`src/rtl/jesd_rx_lane_deskew_if.sv`:
```
// jesd_rx_lane_deskew_if: lane data in, deskewed data and link status out
interface jesd_rx_lane_deskew_if #(parameter int LANES = 4);
  logic lmfc_edge;
  logic [3:0] release_dly;
  logic [16*LANES-1:0] in_data;
  logic [2*LANES-1:0] in_datak;
  logic [2*LANES-1:0] in_err;
  logic sync_n;
  logic [16*LANES-1:0] out_data;
  logic out_valid;
  logic [LANES-1:0] lane_ok;
  logic deskew_err;
  modport master(output lmfc_edge, release_dly, in_data, in_datak, in_err,
                 input sync_n, out_data, out_valid, lane_ok, deskew_err);
  modport slave(input lmfc_edge, release_dly, in_data, in_datak, in_err,
                output sync_n, out_data, out_valid, lane_ok, deskew_err);
endinterface

```
`src/rtl/jesd_rx_lane_deskew.sv`:
```
// jesd_rx_lane_deskew: JESD204B receive CGS/ILAS sync and multi-lane elastic-buffer deskew
module jesd_rx_lane_deskew #(
  parameter int LANES = 4,
  parameter int DEPTH = 8,
  parameter int CGS_COUNT = 4,
  parameter int ERR_LIMIT = 8
) (
  input logic clk,
  input logic rst,
  jesd_rx_lane_deskew_if.slave bus
);
  localparam int AW = $clog2(DEPTH);
  localparam int CW = $clog2(CGS_COUNT + 1);
  localparam int EW = $clog2(ERR_LIMIT + 1);
  typedef enum logic [2:0] {CGS, WAIT_LMFC, ILAS_WAIT, RELEASE, DATA} state_t;
  state_t state;
  logic [15:0] mem [LANES][DEPTH];
  logic [AW:0] wp [LANES];
  logic [AW:0] rp;
  logic [CW-1:0] cc [LANES];
  logic [LANES-1:0] started, clean, is_r, wr, full, ok_nx;
  logic [16*LANES-1:0] rd_data;
  logic [3:0] rc;
  logic [EW-1:0] ec, ec_nx;
  logic rd, run, ovf;
  always_comb begin
    run = state inside {ILAS_WAIT, RELEASE, DATA};
    rd = state == DATA || (state == RELEASE && rc == 4'd0);
    ec_nx = (bus.lmfc_edge ? '0 : ec) + EW'(|bus.in_err);
    rd_data = '0;
    clean = '0;
    is_r = '0;
    wr = '0;
    full = '0;
    ok_nx = '0;
    for (int i = 0; i < LANES; i++) begin
      clean[i] = bus.in_datak[2*i+:2] == 2'b11 && bus.in_data[16*i+:16] == 16'hBCBC && bus.in_err[2*i+:2] == 2'b00;
      is_r[i] = bus.in_datak[2*i] && bus.in_data[16*i+:8] == 8'h1C;
      wr[i] = run && (started[i] || is_r[i]);
      full[i] = (wp[i] - rp) == (AW+1)'(DEPTH);
      ok_nx[i] = clean[i] && int'(cc[i]) + 1 >= CGS_COUNT;
      rd_data[16*i+:16] = mem[i][rp[AW-1:0]];
    end
    // a simultaneous lockstep read frees the slot the write needs
    ovf = |(wr & full) && !rd;
  end
  always_ff @(posedge clk)
    for (int i = 0; i < LANES; i++)
      if (wr[i]) mem[i][wp[i][AW-1:0]] <= bus.in_data[16*i+:16];
  always_ff @(posedge clk) begin
    bus.out_valid <= 1'b0;
    bus.out_data <= '0;
    if (rst || ovf || (state == DATA && int'(ec_nx) >= ERR_LIMIT)) begin
      state <= CGS;
      bus.sync_n <= 1'b0;
      bus.lane_ok <= '0;
      bus.deskew_err <= !rst && (bus.deskew_err || ovf);
      started <= '0;
      rp <= '0;
      rc <= '0;
      ec <= '0;
      for (int i = 0; i < LANES; i++) begin
        wp[i] <= '0;
        cc[i] <= '0;
      end
    end else begin
      started <= started | (is_r & {LANES{run}});
      if (rd) rp <= rp + 1'b1;
      for (int i = 0; i < LANES; i++)
        if (wr[i]) wp[i] <= wp[i] + 1'b1;
      case (state)
        CGS: begin
          for (int i = 0; i < LANES; i++)
            cc[i] <= clean[i] ? (int'(cc[i]) >= CGS_COUNT ? cc[i] : cc[i] + 1'b1) : '0;
          bus.lane_ok <= ok_nx;
          if (&ok_nx) state <= WAIT_LMFC;
        end
        WAIT_LMFC: if (bus.lmfc_edge) begin
          state <= ILAS_WAIT;
          bus.sync_n <= 1'b1;
        end
        // started is registered, so an edge on the last lane's start beat is skipped
        ILAS_WAIT: if (&started && bus.lmfc_edge) begin
          state <= RELEASE;
          rc <= bus.release_dly;
        end
        RELEASE: if (rc == 4'd0) begin
          state <= DATA;
          bus.out_valid <= 1'b1;
          bus.out_data <= rd_data;
        end else rc <= rc - 1'b1;
        DATA: begin
          ec <= ec_nx;
          bus.out_valid <= 1'b1;
          bus.out_data <= rd_data;
        end
        default: state <= CGS;
      endcase
    end
  end
endmodule

```
`src/flat_wrapper.sv`:
```
// flat-port wrapper written by rule: the top's interface ports become plain ports
module jesd_rx_lane_deskew_flat 
#(
  parameter int LANES = 4,
  parameter int DEPTH = 8,
  parameter int CGS_COUNT = 4,
  parameter int ERR_LIMIT = 8
)
  (clk, rst, bus_lmfc_edge, bus_release_dly, bus_in_data, bus_in_datak, bus_in_err, bus_sync_n, bus_out_data, bus_out_valid, bus_lane_ok, bus_deskew_err);
  jesd_rx_lane_deskew_if #(.LANES(LANES)) bus_i ();
  input logic clk;
  input logic rst;
  input wire logic [$bits(bus_i.lmfc_edge)-1:0] bus_lmfc_edge;
  input wire logic [$bits(bus_i.release_dly)-1:0] bus_release_dly;
  input wire logic [$bits(bus_i.in_data)-1:0] bus_in_data;
  input wire logic [$bits(bus_i.in_datak)-1:0] bus_in_datak;
  input wire logic [$bits(bus_i.in_err)-1:0] bus_in_err;
  output wire logic [$bits(bus_i.sync_n)-1:0] bus_sync_n;
  output wire logic [$bits(bus_i.out_data)-1:0] bus_out_data;
  output wire logic [$bits(bus_i.out_valid)-1:0] bus_out_valid;
  output wire logic [$bits(bus_i.lane_ok)-1:0] bus_lane_ok;
  output wire logic [$bits(bus_i.deskew_err)-1:0] bus_deskew_err;
  assign bus_i.lmfc_edge = bus_lmfc_edge;
  assign bus_i.release_dly = bus_release_dly;
  assign bus_i.in_data = bus_in_data;
  assign bus_i.in_datak = bus_in_datak;
  assign bus_i.in_err = bus_in_err;
  assign bus_sync_n = bus_i.sync_n;
  assign bus_out_data = bus_i.out_data;
  assign bus_out_valid = bus_i.out_valid;
  assign bus_lane_ok = bus_i.lane_ok;
  assign bus_deskew_err = bus_i.deskew_err;
  jesd_rx_lane_deskew #(.LANES(LANES), .DEPTH(DEPTH), .CGS_COUNT(CGS_COUNT), .ERR_LIMIT(ERR_LIMIT)) u_core (.clk(clk), .rst(rst), .bus(bus_i));
endmodule
```
`config.mk`:
```
export PLATFORM = sky130hd
export DESIGN_NAME = jesd_rx_lane_deskew_flat
export DESIGN_NICKNAME = d
export VERILOG_FILES = /design/src/rtl/jesd_rx_lane_deskew_if.sv /design/src/rtl/jesd_rx_lane_deskew.sv /design/src/flat_wrapper.sv
export SDC_FILE = /design/constraint.sdc
export NUM_CORES = 1
export LEC_CHECK = 0
export ABC_AREA = 0
export BUFFER_PORTS_ARGS = -buffer_cell sky130_fd_sc_hd__buf_2
export CAP_MARGIN = 20
export CELL_PAD_IN_SITES_DETAIL_PLACEMENT = 0
export CELL_PAD_IN_SITES_GLOBAL_PLACEMENT = 1
export CORE_ASPECT_RATIO = 0.9
export CORE_UTILIZATION = 50
export DETAILED_ROUTE_END_ITERATION = 6
export MAX_ROUTING_LAYER = met4
export PLACE_DENSITY_LB_ADDON = 0.1
export SLEW_MARGIN = 20
export SYNTH_ARGS = -nofsm -noshare
export SYNTH_HDL_FRONTEND = slang
export SYNTH_SLANG_ARGS = --single-unit
```
`constraint.sdc`:
```
create_clock -name clk -period 7.6 [get_ports clk]
set_input_delay 0.38 -clock clk [delete_from_list [all_inputs] [get_ports clk]]
set_output_delay 0.38 -clock clk [all_outputs]
set_load 0.03 [all_outputs]
```
==> results.yml <==
synth:
  async_flop_share: 0
  synthTopCellsByArea: "edfxtp_1, mux4_2, dfxtp_1, nand2_1, a21oi_1"
  synth_area_um2: 24300
  syn-num-nets: 1478
  syn_avg_cell_area_um2: 17.8
  yosys.area.top_type_share: 0.670
  yosysWarnings: 0
  synth_ff_type: "edfxtp_1"
  yosysTopAreaCell: "edfxtp_1"
  synth-seq-cells: 630
  synth.most_common_cell: "edfxtp_1"
  ys_types: 55
  netlist_top_cells_count: "edfxtp_1, nand2_1, mux4_2"
  yosysSeqAreaShare: 0.743
  synth-edff-count: 541
  syn_inst: 1366
die:
  die_w_um: 234
  fp.dieH_um: 211
  num_io_pins: 158
  initial_core_util: 0.507
  die_area_um2: 49400
  rows: 76
  core_um2: 47800
cells_and_area:
  area_growth_syn_to_layout_pct: 16.4
  layout-drive-gt1-share: 0.283
  fillerInstances: 3614
  ff_latch_area_um2: 18000
  fin_util: 0.591
  nNetsFinal: 1671
  multi_input_area_um2: 6050
placed_design:
  io_buffers: 157
  dpl_worst_slack_ns: 3.39
  gp_congestion: 0.755
  dp_hpwl_mm: 29.4
timing:
  hold_violations: 0
  final.min_clock_period_ns: 4.13
  holdWs_ns: 0.0760
  timing.final.ws_setup_ns: 3.47
  period_share: 0.543
  worst_slew_pin_slew_ns: 1.09
  maxSlewHeadroom: 0.271
  fin_skew_ns: 0.0159
  final.setup.tns_ns: 0
  rsz0062_at_grt: "false"
  fmax_mhz: 242
  maxSlewViolCount: 0
  setup-violations-final: 0
routing:
  wire_per_inst_um: 23.0
  drc: 18
  vias_per_cell: 5.67
  antenna_left: 0
  num_vias: 12700
  drt-pass1-iter-count: 7
  drtIter0Drc: 1050
  totalWireLength_mm: 51.6
hold_path:
  hold_path.class: "input port to flip-flop"
power_and_ir_drop:
  switchingPower_mw: 1.36
  swShare: 0.191
  pwr-share-clk: 0.457
  p_total_mw: 7.11
  p_int_mw: 5.76
  pwr-share-seq: 0.529
  vdd_drop_max_mv: 0.216
  p_leak_nw: 9.51
  comb_power_share: 0.014
  powerDensity_nw_per_um2: 252
global_routing:
  grt_pass1_vias: 12900
  antenna_found_initial: 1
  grt_overflow: 0
  grt_pass1_wl_mm: 78.0
  track_usage: 0.222
  grt_start_max_net_pins: 111
clocking:
  cts_hold_buf: 0
  cts_root_buffer: "clkbuf_16"
  cts_setup_buffers: 0
  cts_sinks: 630
  clk_pin_slew_ns: 0.06
  cts_tree: "built"
  cts_buffers: 66
  ctsLongestPathBuffers: 3
  clk_latency_ns: 0.59
  cts_max_level: 3
  cts_resized: 0
critical_path:
  cp-start-kind: "flip-flop"
  end_kind: "flip-flop"
  path_max_fanout: 110
  worstPathRequired_ns: 7.93
  critical_path_class: "flip-flop to flip-flop"
  arrival_ns: 4.46
run:
  max_cap_viol_count: 0
status:
  status: "finished with violations"
  violations: "DRC"
[metal layers]
layer	GRT usage	up-vias	wire, um
met5	-	-	0
met3	0.0400	71	2470
met2	0.346	316	25200
met1	0.307	6557	23100
li1	-	5760	-
met4	0.0524	0	863
[critical path, stage by stage, from the launching register on]
cell	delay (ns)
dfxtp_4	0.69
buf_12	0.76
ha_1	0.26
nand2b_1	0.13
nand3b_1	0.09
o211ai_1	0.10
a21oi_1	0.11
or4_2	0.88
buf_4	0.39
or2_1	0.32
[cell families (layout without fill, tap and decap cells)]
family / count (synthesis) / after routing / share of synthesized area
adder cells (fa/ha/maj): 25 / 25 / 0.0129
AND/OR/NAND/NOR: 349 / 349 / 0.0709
flip-flops: 630 / 630 / 0.743
AO/OA/AOI/OAI: 122 / 122 / 0.0294
multiplexers: 131 / 131 / 0.120
XOR/XNOR: 24 / 24 / 0.00928
other: 0 / 3 / 0
buffers and inverters: 85 / 332 / 0.0144
[cells in the final DEF, fill, tap and decap left out, drive strengths merged, types with 14 or more instances in the layout]
| cell type | count |
|---|---|
| edfxtp | 541 |
| buf | 195 |
| nand2 | 162 |
| mux4 | 128 |
| clkbuf | 102 |
| dfxtp | 89 |
| a21oi | 78 |
| nor2 | 51 |
| nor3 | 28 |
| ha | 25 |
| nand3 | 22 |
| nor3b | 17 |
| o21ai | 15 |
| inv | 15 |
| clkinv | 14 |
[final cells by class]
type,count,area share
timing repair buffer,195,0.0389
clock buffer,102,0.0717
antenna,3,0.000266
clock inverter,20,0.00691
tap,624,0.0276
multi-input combinational,651,0.214
sequential,630,0.638
inverter,15,0.00199
[path summary, 6_finish.rpt]
check / from / to / slack, ns / cells past startpoint
worst min-delay path: bus_in_data[57] / u_core.mem[3][121] / 0.08 / 1
worst min register to register: u_core.ec[3] / u_core.ec[3] / 0.45 / 2
worst max-delay path: u_core.rp[0] / u_core.wp[1][0] / 3.47 / 9
worst max register to register: u_core.rp[0] / u_core.wp[1][0] / 3.47 / 9
[sequential cells by signal, indices dropped and copies added, names as in the netlist, 4 cells and up]
register / count
u_core.rp: 4
u_core.cc: 12
u_core.wp: 16
u_core.rc: 4
u_core.bus.lane_ok: 4
u_core.bus.out_data: 64
u_core.ec: 4
u_core.started: 4
u_core.mem: 512
[power groups by stage]
stage	registers, mW	clock network [mW]	logic (mW)
floorplan	3.83	0	0.0325
global placement	3.84	0	0.0982
detailed placement	3.84	0	0.103
CTS	3.76	3.32	0.103
global route	3.76	3.45	0.113
finish	3.76	3.25	0.101
[through the flow]
step / instance area [um2] / instances
final: 28200 / 2240
after global routing: 28200 / 2238
after CTS: 28200 / 2235
after detailed placement: 26000 / 2113
after global placement: 26000 / 2113
after floorplan: 24300 / 1366
Note: power is estimated with default switching activity, not from simulation.
